File: config.mk
export PLATFORM = sky130hd
export DESIGN_NAME = cdb_arbiter_flat
export DESIGN_NICKNAME = d
export VERILOG_FILES = /design/src/rtl/cdb_pkg.sv /design/src/rtl/cdb_arbiter_if.sv /design/src/rtl/cdb_arbiter_rr.sv /design/src/rtl/cdb_arbiter.sv /design/src/flat_wrapper.sv
export SDC_FILE = /design/constraint.sdc
export NUM_CORES = 1
export LEC_CHECK = 0
export ABC_AREA = 1
export CAP_MARGIN = 5
export CORE_AREA = 10 10 184 186
export CTS_CLUSTER_DIAMETER = 60
export DETAILED_ROUTE_END_ITERATION = 16
export DIE_AREA = 0 0 194 196
export PLACE_DENSITY = 0.58
export SKIP_LAST_GASP = 1
export SYNTH_ARGS = -nofsm -noshare
export SYNTH_HDL_FRONTEND = slang
export SYNTH_SLANG_ARGS = --single-unit
File: constraint.sdc
create_clock -name clk_i -period 4.3 [get_ports clk_i]
set_input_delay 0.86 -clock clk_i [delete_from_list [all_inputs] [get_ports clk_i]]
set_output_delay 0.86 -clock clk_i [all_outputs]
set_load 0.03 [all_outputs]
File: src/rtl/cdb_pkg.sv
// Shared types and sizes for the common data bus arbiter.
// Index order of the requesters follows the whichMath encoding (fu_e).
package cdb_pkg;
    localparam int ROBsize    = 32;
    localparam int ROBsizeLog = $clog2(ROBsize + 1);
    localparam int NUM_FU     = 4;
    localparam int NUM_REQ    = NUM_FU;
    localparam int DATA_W     = 65;
    localparam int SRC_W      = $clog2(NUM_REQ);
    localparam int CNT_W      = 32;

    typedef enum logic [SRC_W-1:0] {
        FU_ALU,
        FU_SHIFT,
        FU_MEM,
        FU_BRANCH
    } fu_e;

    typedef struct packed {
        logic [ROBsizeLog-1:0] tag;
        logic [DATA_W-1:0]     data;
    } cdb_entry_t;

    function automatic logic [SRC_W-1:0] next_idx(input logic [SRC_W-1:0] idx);
        return (idx == SRC_W'(NUM_REQ - 1)) ? '0 : idx + 1'b1;
    endfunction
endpackage

File: src/rtl/cdb_arbiter_if.sv
// FU request side and CDB broadcast side of the arbiter.
// master = FUs/ROB environment, slave = cdb_arbiter.
interface cdb_arbiter_if;
    import cdb_pkg::*;

    logic [NUM_REQ-1:0]                  req_valid_i;
    logic [NUM_REQ-1:0][ROBsizeLog-1:0]  req_tag_i;
    logic [NUM_REQ-1:0][DATA_W-1:0]      req_data_i;
    logic [NUM_REQ-1:0]                  req_ready_o;
    logic                                cdb_valid_o;
    logic [ROBsizeLog-1:0]               cdb_tag_o;
    logic [DATA_W-1:0]                   cdb_data_o;
    logic [SRC_W-1:0]                    cdb_src_o;
    logic                                cdb_ready_i;
    logic                                err_tag0_o;
    logic [NUM_REQ-1:0][CNT_W-1:0]       perf_grant_cnt_o;

    modport master (
        output req_valid_i, req_tag_i, req_data_i, cdb_ready_i,
        input  req_ready_o, cdb_valid_o, cdb_tag_o, cdb_data_o, cdb_src_o,
               err_tag0_o, perf_grant_cnt_o
    );

    modport slave (
        input  req_valid_i, req_tag_i, req_data_i, cdb_ready_i,
        output req_ready_o, cdb_valid_o, cdb_tag_o, cdb_data_o, cdb_src_o,
               err_tag0_o, perf_grant_cnt_o
    );
endinterface

File: src/rtl/cdb_arbiter_rr.sv
// Combinational round-robin picker: first request at or after ptr, wrapping.
module rr_arbiter #(
    parameter int N = 4
) (
    input  logic [N-1:0]         req,
    input  logic [$clog2(N)-1:0] ptr,
    input  logic                 en,
    output logic [N-1:0]         gnt,
    output logic [$clog2(N)-1:0] gnt_idx,
    output logic                 any_gnt
);
    localparam int IW = $clog2(N);

    always_comb begin
        logic [IW:0]   sum;
        logic [IW-1:0] idx;
        gnt     = '0;
        gnt_idx = '0;
        any_gnt = 1'b0;
        sum     = '0;
        idx     = '0;
        if (en) begin
            for (int i = 0; i < N; i++) begin
                sum = {1'b0, ptr} + (IW+1)'(i);
                if (sum >= (IW+1)'(N)) begin
                    sum = sum - (IW+1)'(N);
                end
                idx = sum[IW-1:0];
                if (req[idx] && !any_gnt) begin
                    any_gnt  = 1'b1;
                    gnt[idx] = 1'b1;
                    gnt_idx  = idx;
                end
            end
        end
    end
endmodule

File: src/rtl/cdb_arbiter.sv
// CDB arbiter: round-robin grant of one FU result per cycle into a broadcast register.
// Optional grant counters enabled by defining CDB_PERF_CNT_EN.
module cdb_arbiter
    import cdb_pkg::*;
(
    input  logic          clk_i,
    input  logic          reset_i,
    input  logic          flush_i,
    cdb_arbiter_if.slave  bus
);
    logic [SRC_W-1:0] rr_ptr;
    cdb_entry_t       entry_q;
    cdb_entry_t       req_entry;
    logic             valid_q;
    fu_e              src_q;
    logic             err_q;

    logic             free;
    logic             grant_en;
    logic             any_gnt;
    logic [NUM_REQ-1:0] gnt;
    logic [SRC_W-1:0] gnt_idx;

    // A drain and a refill may share a cycle, so the register is free whenever the ROB takes it.
    assign free     = ~valid_q | bus.cdb_ready_i;
    assign grant_en = free & ~flush_i & ~reset_i;

    rr_arbiter #(.N(NUM_REQ)) u_rr (
        .req     (bus.req_valid_i),
        .ptr     (rr_ptr),
        .en      (grant_en),
        .gnt     (gnt),
        .gnt_idx (gnt_idx),
        .any_gnt (any_gnt)
    );

    assign bus.req_ready_o = gnt;
    assign req_entry.tag   = bus.req_tag_i[gnt_idx];
    assign req_entry.data  = bus.req_data_i[gnt_idx];

    always_ff @(posedge clk_i) begin
        if (reset_i) begin
            rr_ptr  <= '0;
            valid_q <= 1'b0;
            entry_q <= '0;
            src_q   <= FU_ALU;
            err_q   <= 1'b0;
        end else if (any_gnt) begin
            rr_ptr  <= next_idx(gnt_idx);
            entry_q <= req_entry;
            src_q   <= fu_e'(gnt_idx);
            // Tag 0 names the register file, never a producer: consume it silently.
            valid_q <= (req_entry.tag != '0);
            if (req_entry.tag == '0) begin
                err_q <= 1'b1;
            end
        end else if (flush_i | bus.cdb_ready_i) begin
            valid_q <= 1'b0;
        end
    end

    assign bus.cdb_valid_o = valid_q;
    assign bus.cdb_tag_o   = entry_q.tag;
    assign bus.cdb_data_o  = entry_q.data;
    assign bus.cdb_src_o   = src_q;
    assign bus.err_tag0_o  = err_q;

`ifdef CDB_PERF_CNT_EN
    logic [NUM_REQ-1:0][CNT_W-1:0] cnt_q;

    always_ff @(posedge clk_i) begin
        if (reset_i) begin
            cnt_q <= '0;
        end else begin
            for (int n = 0; n < NUM_REQ; n++) begin
                if (gnt[n] && bus.req_valid_i[n] && (cnt_q[n] != '1)) begin
                    cnt_q[n] <= cnt_q[n] + 1'b1;
                end
            end
        end
    end

    assign bus.perf_grant_cnt_o = cnt_q;
`else
    assign bus.perf_grant_cnt_o = '0;
`endif
endmodule
File: src/flat_wrapper.sv
// flat-port wrapper written by rule: the top's interface ports become plain ports
module cdb_arbiter_flat import cdb_pkg::*;
  (clk_i, reset_i, flush_i, bus_req_valid_i, bus_req_tag_i, bus_req_data_i, bus_cdb_ready_i, bus_req_ready_o, bus_cdb_valid_o, bus_cdb_tag_o, bus_cdb_data_o, bus_cdb_src_o, bus_err_tag0_o, bus_perf_grant_cnt_o);
  cdb_arbiter_if bus_i ();
  input  logic clk_i;
  input  logic reset_i;
  input  logic flush_i;
  input wire logic [$bits(bus_i.req_valid_i)-1:0] bus_req_valid_i;
  input wire logic [$bits(bus_i.req_tag_i)-1:0] bus_req_tag_i;
  input wire logic [$bits(bus_i.req_data_i)-1:0] bus_req_data_i;
  input wire logic [$bits(bus_i.cdb_ready_i)-1:0] bus_cdb_ready_i;
  output wire logic [$bits(bus_i.req_ready_o)-1:0] bus_req_ready_o;
  output wire logic [$bits(bus_i.cdb_valid_o)-1:0] bus_cdb_valid_o;
  output wire logic [$bits(bus_i.cdb_tag_o)-1:0] bus_cdb_tag_o;
  output wire logic [$bits(bus_i.cdb_data_o)-1:0] bus_cdb_data_o;
  output wire logic [$bits(bus_i.cdb_src_o)-1:0] bus_cdb_src_o;
  output wire logic [$bits(bus_i.err_tag0_o)-1:0] bus_err_tag0_o;
  output wire logic [$bits(bus_i.perf_grant_cnt_o)-1:0] bus_perf_grant_cnt_o;
  assign bus_i.req_valid_i = bus_req_valid_i;
  assign bus_i.req_tag_i = bus_req_tag_i;
  assign bus_i.req_data_i = bus_req_data_i;
  assign bus_i.cdb_ready_i = bus_cdb_ready_i;
  assign bus_req_ready_o = bus_i.req_ready_o;
  assign bus_cdb_valid_o = bus_i.cdb_valid_o;
  assign bus_cdb_tag_o = bus_i.cdb_tag_o;
  assign bus_cdb_data_o = bus_i.cdb_data_o;
  assign bus_cdb_src_o = bus_i.cdb_src_o;
  assign bus_err_tag0_o = bus_i.err_tag0_o;
  assign bus_perf_grant_cnt_o = bus_i.perf_grant_cnt_o;
  cdb_arbiter u_core (.clk_i(clk_i), .reset_i(reset_i), .flush_i(flush_i), .bus(bus_i));
endmodule
==> flow_summary.yaml, run 1 <==
sta:
  tightestPinTransition_ns: 0.770
  setup_slack_ns: 0.192
  slew_headroom: 0.487
  drv_slew: 0
  tns_ns: 0
  min_period_ns: 4.11
  fin_crit_sh: 0.955
  setup-violations-final: 0
  finClkSkew_ns: 0.0105
  fmax_ghz: 0.243
  rsz0062_at_grt: "no"
  finalHoldViolCount: 0
logic_synthesis:
  synthSimpleGateAreaFrac: 0.233
  syn-instance-count: 1047
  synth_mux_area_frac: 0
  post_synth.cell_area_avg_um2: 6.15
  ys_seq_elements: 77
  syn-cell-area_um2: 6440
  yosysWarnings: 0
  synth_xor_area_frac: 0
  synth_seq_area_share: 0.239
  synth_compound_area_frac: 0.245
  synth_top_family_by_area: "buffers and inverters"
  synth_cell_types: 29
  yosys.area_share.adder: 0.0155
placed_design:
  pre_cts_ws_ns: 0.314
  dp_cells: 1759
  placed_area_um2: 9980
  port_buffers: 370
  gp_congestion: 0.871
  hpwlAfterDp_mm: 23.8
hold_path:
  hold_path.class: "register to register"
  whs_path_depth: 2
global_routing:
  antenna_found_initial: 0
  grt_pass1_vias: 7792
  grt_pass1_wl_mm: 45.0
  grt_max_degree: 78
  grt_use_total: 0.146
  grt-ovfl-total: 0
worst_setup_path:
  crit_required_ns: 3.44
  crit_path_start: "u_core.rr_ptr[0]$_SDFFE_PP0P_"
  r2r-start: "u_core.rr_ptr[0]$_SDFFE_PP0P_"
  path_max_fanout: 13
  endpoint: "bus_req_ready_o[2]"
  endpoint_kind: "output pin"
  crit_type: "register to output pin"
  critPathLaunchType: "register"
  r2r_setup_slack_ns: 0.80
  r2r-end: "u_core.bus.cdb_data_o[28]$_SDFFE_PP0P_"
  rr_worst_depth: 16
  cp.arrival_ns: 3.25
floorplanning:
  die_w_um: 194
  std_cell_rows: 64
  dieArea_um2: 38000
  start_util: 0.213
  die_h_um: 196
  core-area_um2: 30300
  ioPinCount: 499
clock_network:
  clk_path_buf_depth: 2
  cts_tree: "built"
  hold_buffers: 0
  cts_made_buffers: 9
  root_buffer: "clkbuf_16"
  clkSinkCount: 77
  clkTransAtPathRegs_ns: 0.06
  cts_setup_buffers: 0
  clkLatencyLatePin_ns: 0.34
  h-tree-depth: 3
  post_cts_resized: 0
power_and_ir_drop:
  clock_power_share: 0.213
  power_frac_comb: 0.548
  internal_power_uw: 2040
  cellPowerDensity_nw_per_um2: 359
  ir_drop_mv: 0.195
  switchingPower_uw: 1640
  p_sw_frac: 0.446
  power.total_uw: 3690
  seqPwrFrac: 0.239
  p_leak_uw: 0.00460
final_layout:
  syn_to_final_growth_pct: 59.5
  drive_gt1_frac: 0.0406
  stdcell_count: 1775
  diodes: 0
  nNetsFinal: 1674
  stdcell_area_um2: 10300
run:
  cap_viol_max_count: 0
status:
  outcome: "finished clean"
routing:
  drt_iter0_drc: 371
  via_count: 7530
  avgViaCountPerCell: 4.24
  post-route-drc-count: 0
  wl_per_cell_um: 16.8
  drt_wl_total_mm: 29.9
  drtAntennaViolNets: 0
  firstDrtPassIters: 5
==> cells by family after synthesis <==
family / after synthesis
other: 1
adders and majority gates: 8
DFF: 77
buffers and inverters: 302
and+or+nand+nor: 367
AOI/OAI and AO/OA: 292
==> synthesized netlist by cell type <==
| library cell | number | share of area |
|---|---|---|
| a31oi_1 | 3 | 0.0029 |
| o211ai_1 | 5 | 0.0058 |
| nand2_2 | 6 | 0.0058 |
| dfxtp_1 | 77 | 0.24 |
| o21ai_1 | 23 | 0.018 |
| o211ai_2 | 1 | 0.0019 |
| ha_1 | 8 | 0.016 |
| buf_4 | 133 | 0.16 |
| nor2_2 | 2 | 0.0019 |
| inv_1 | 100 | 0.058 |
| o21ai_0 | 182 | 0.14 |
| a22oi_1 | 2 | 0.0023 |
| buf_6 | 7 | 0.012 |
| clkbuf_1 | 42 | 0.024 |
| nor2_8 | 1 | 0.0031 |
| nor3_2 | 1 | 0.0016 |
| nor2_1 | 266 | 0.16 |
| o22ai_1 | 65 | 0.063 |
| nand2_4 | 4 | 0.0070 |
| buf_2 | 16 | 0.012 |
| inv_2 | 3 | 0.0017 |
| nand3_2 | 4 | 0.0062 |
| nand3_1 | 19 | 0.015 |
| conb_1 | 1 | 0.00058 |
| a21oi_1 | 9 | 0.0070 |
| inv_6 | 1 | 0.0014 |
| o221ai_1 | 2 | 0.0027 |
| nand2_1 | 63 | 0.037 |
| nand3b_1 | 1 | 0.0012 |
==> placed cells by master (no fill, tap or decap) <==
master	n
buf_4	13
nand2_1	63
clkinvlp_4	2
a21oi_1	9
a22oi_1	2
o211ai_1	5
clkinv_2	3
clkbuf_16	9
inv_1	100
conb_1	128
nand2_2	6
o21ai_1	23
bufinv_16	1
o211ai_2	1
nand3_2	4
clkinv_4	1
o21ai_0	182
nand2_4	4
nor3_2	1
buf_2	1
buf_12	4
inv_6	1
nor2_4	1
nor2_8	1
nand3b_1	1
clkdlybuf4s50_1	369
clkbuf_1	1
o22ai_1	65
nor2_2	1
nor2_1	266
o221ai_1	2
dfxtp_1	77
ha_1	8
a31oi_1	3
inv_2	2
nand3_1	19
==> layer usage <==
| metal | GRT usage | share of wire | vias up |
|---|---|---|---|
| met3 | 0.0546 | 0.087 | 22 |
| li1 | - | - | 3779 |
| met5 | 0 | 0 | - |
| met1 | 0.161 | 0.40 | 3391 |
| met4 | 0.0319 | 0.016 | 0 |
| met2 | 0.261 | 0.50 | 338 |
==> worst min path at each step <==
| stage | from | to | slack [ns] |
|---|---|---|---|
| after detailed placement | u_core.bus.err_tag0_o$_SDFFE_PP0P_ | u_core.bus.err_tag0_o$_SDFFE_PP0P_ | 0.45 |
| after floorplan | u_core.bus.err_tag0_o$_SDFFE_PP0P_ | u_core.bus.err_tag0_o$_SDFFE_PP0P_ | 0.57 |
| after global routing | u_core.bus.err_tag0_o$_SDFFE_PP0P_ | u_core.bus.err_tag0_o$_SDFFE_PP0P_ | 0.49 |
| final | u_core.bus.err_tag0_o$_SDFFE_PP0P_ | u_core.bus.err_tag0_o$_SDFFE_PP0P_ | 0.45 |
| after global placement | u_core.bus.err_tag0_o$_SDFFE_PP0P_ | u_core.bus.err_tag0_o$_SDFFE_PP0P_ | 0.44 |
| after CTS | u_core.bus.err_tag0_o$_SDFFE_PP0P_ | u_core.bus.err_tag0_o$_SDFFE_PP0P_ | 0.46 |
==> worst max-delay path, stage by stage (launching register included) <==
cell	delay, ns
dfxtp_1	0.68
inv_6	0.13
ha_1	0.40
inv_1	0.09
nand3_1	0.08
nand2_1	0.07
nor2_1	0.24
nand2_1	0.10
o21ai_0	0.10
a31oi_1	0.06
o21ai_0	0.10
nand2_1	0.09
inv_1	0.08
clkdlybuf4s50_1	0.68
==> layout make-up <==
type,count,area (um^2)
fillers,3285,20000
repair buffers,387,3880
multi-input cells,795,3670
flip-flops and latches,77,1540
well taps,396,495
inverters,104,397
clock buffers,10,229
clock inverters,6,63.8
==> power by group through the flow <==
stage | sequential [uW] | clock (uW) | combinational, uW
after CTS | 883 | 821 | 2030
after global placement | 895 | 0 | 2010
final | 881 | 785 | 2020
after floorplan | 1060 | 0 | 1180
after global routing | 896 | 850 | 2220
after detailed placement | 898 | 0 | 2030
==> state kept, by name, indices dropped and copies added, names as in the netlist <==
register	cells
u_core.rr_ptr	2
u_core.bus.cdb_tag_o	6
u_core.bus.err_tag0_o	1
u_core.bus.cdb_src_o	2
u_core.bus.cdb_valid_o	1
u_core.bus.cdb_data_o	65
==> metrics by stage <==
step / hold slack, ns / utilization
4_1_cts: 0.456 / 0.339
5_1_grt: 0.490 / 0.339
3_3_place_gp: 0.441 / 0.330
6_report: 0.451 / 0.339
2_1_floorplan: 0.575 / -
3_5_place_dp: 0.446 / 0.330
No activity file was read; power rests on OpenSTA's default activity.
==> run 2, diff against run 1 <==
--- a/config.mk
+++ b/config.mk
@@ -6,6 +6,7 @@
 export NUM_CORES = 1
 export LEC_CHECK = 0
 export ABC_AREA = 1
+export ABC_CLOCK_PERIOD_IN_PS = 4300
 export CAP_MARGIN = 5
 export CORE_AREA = 10 10 184 186
 export CTS_CLUSTER_DIAMETER = 60
==> results of run 2 <==
The final DEF is identical to that of run 1; final timing and power are the same.
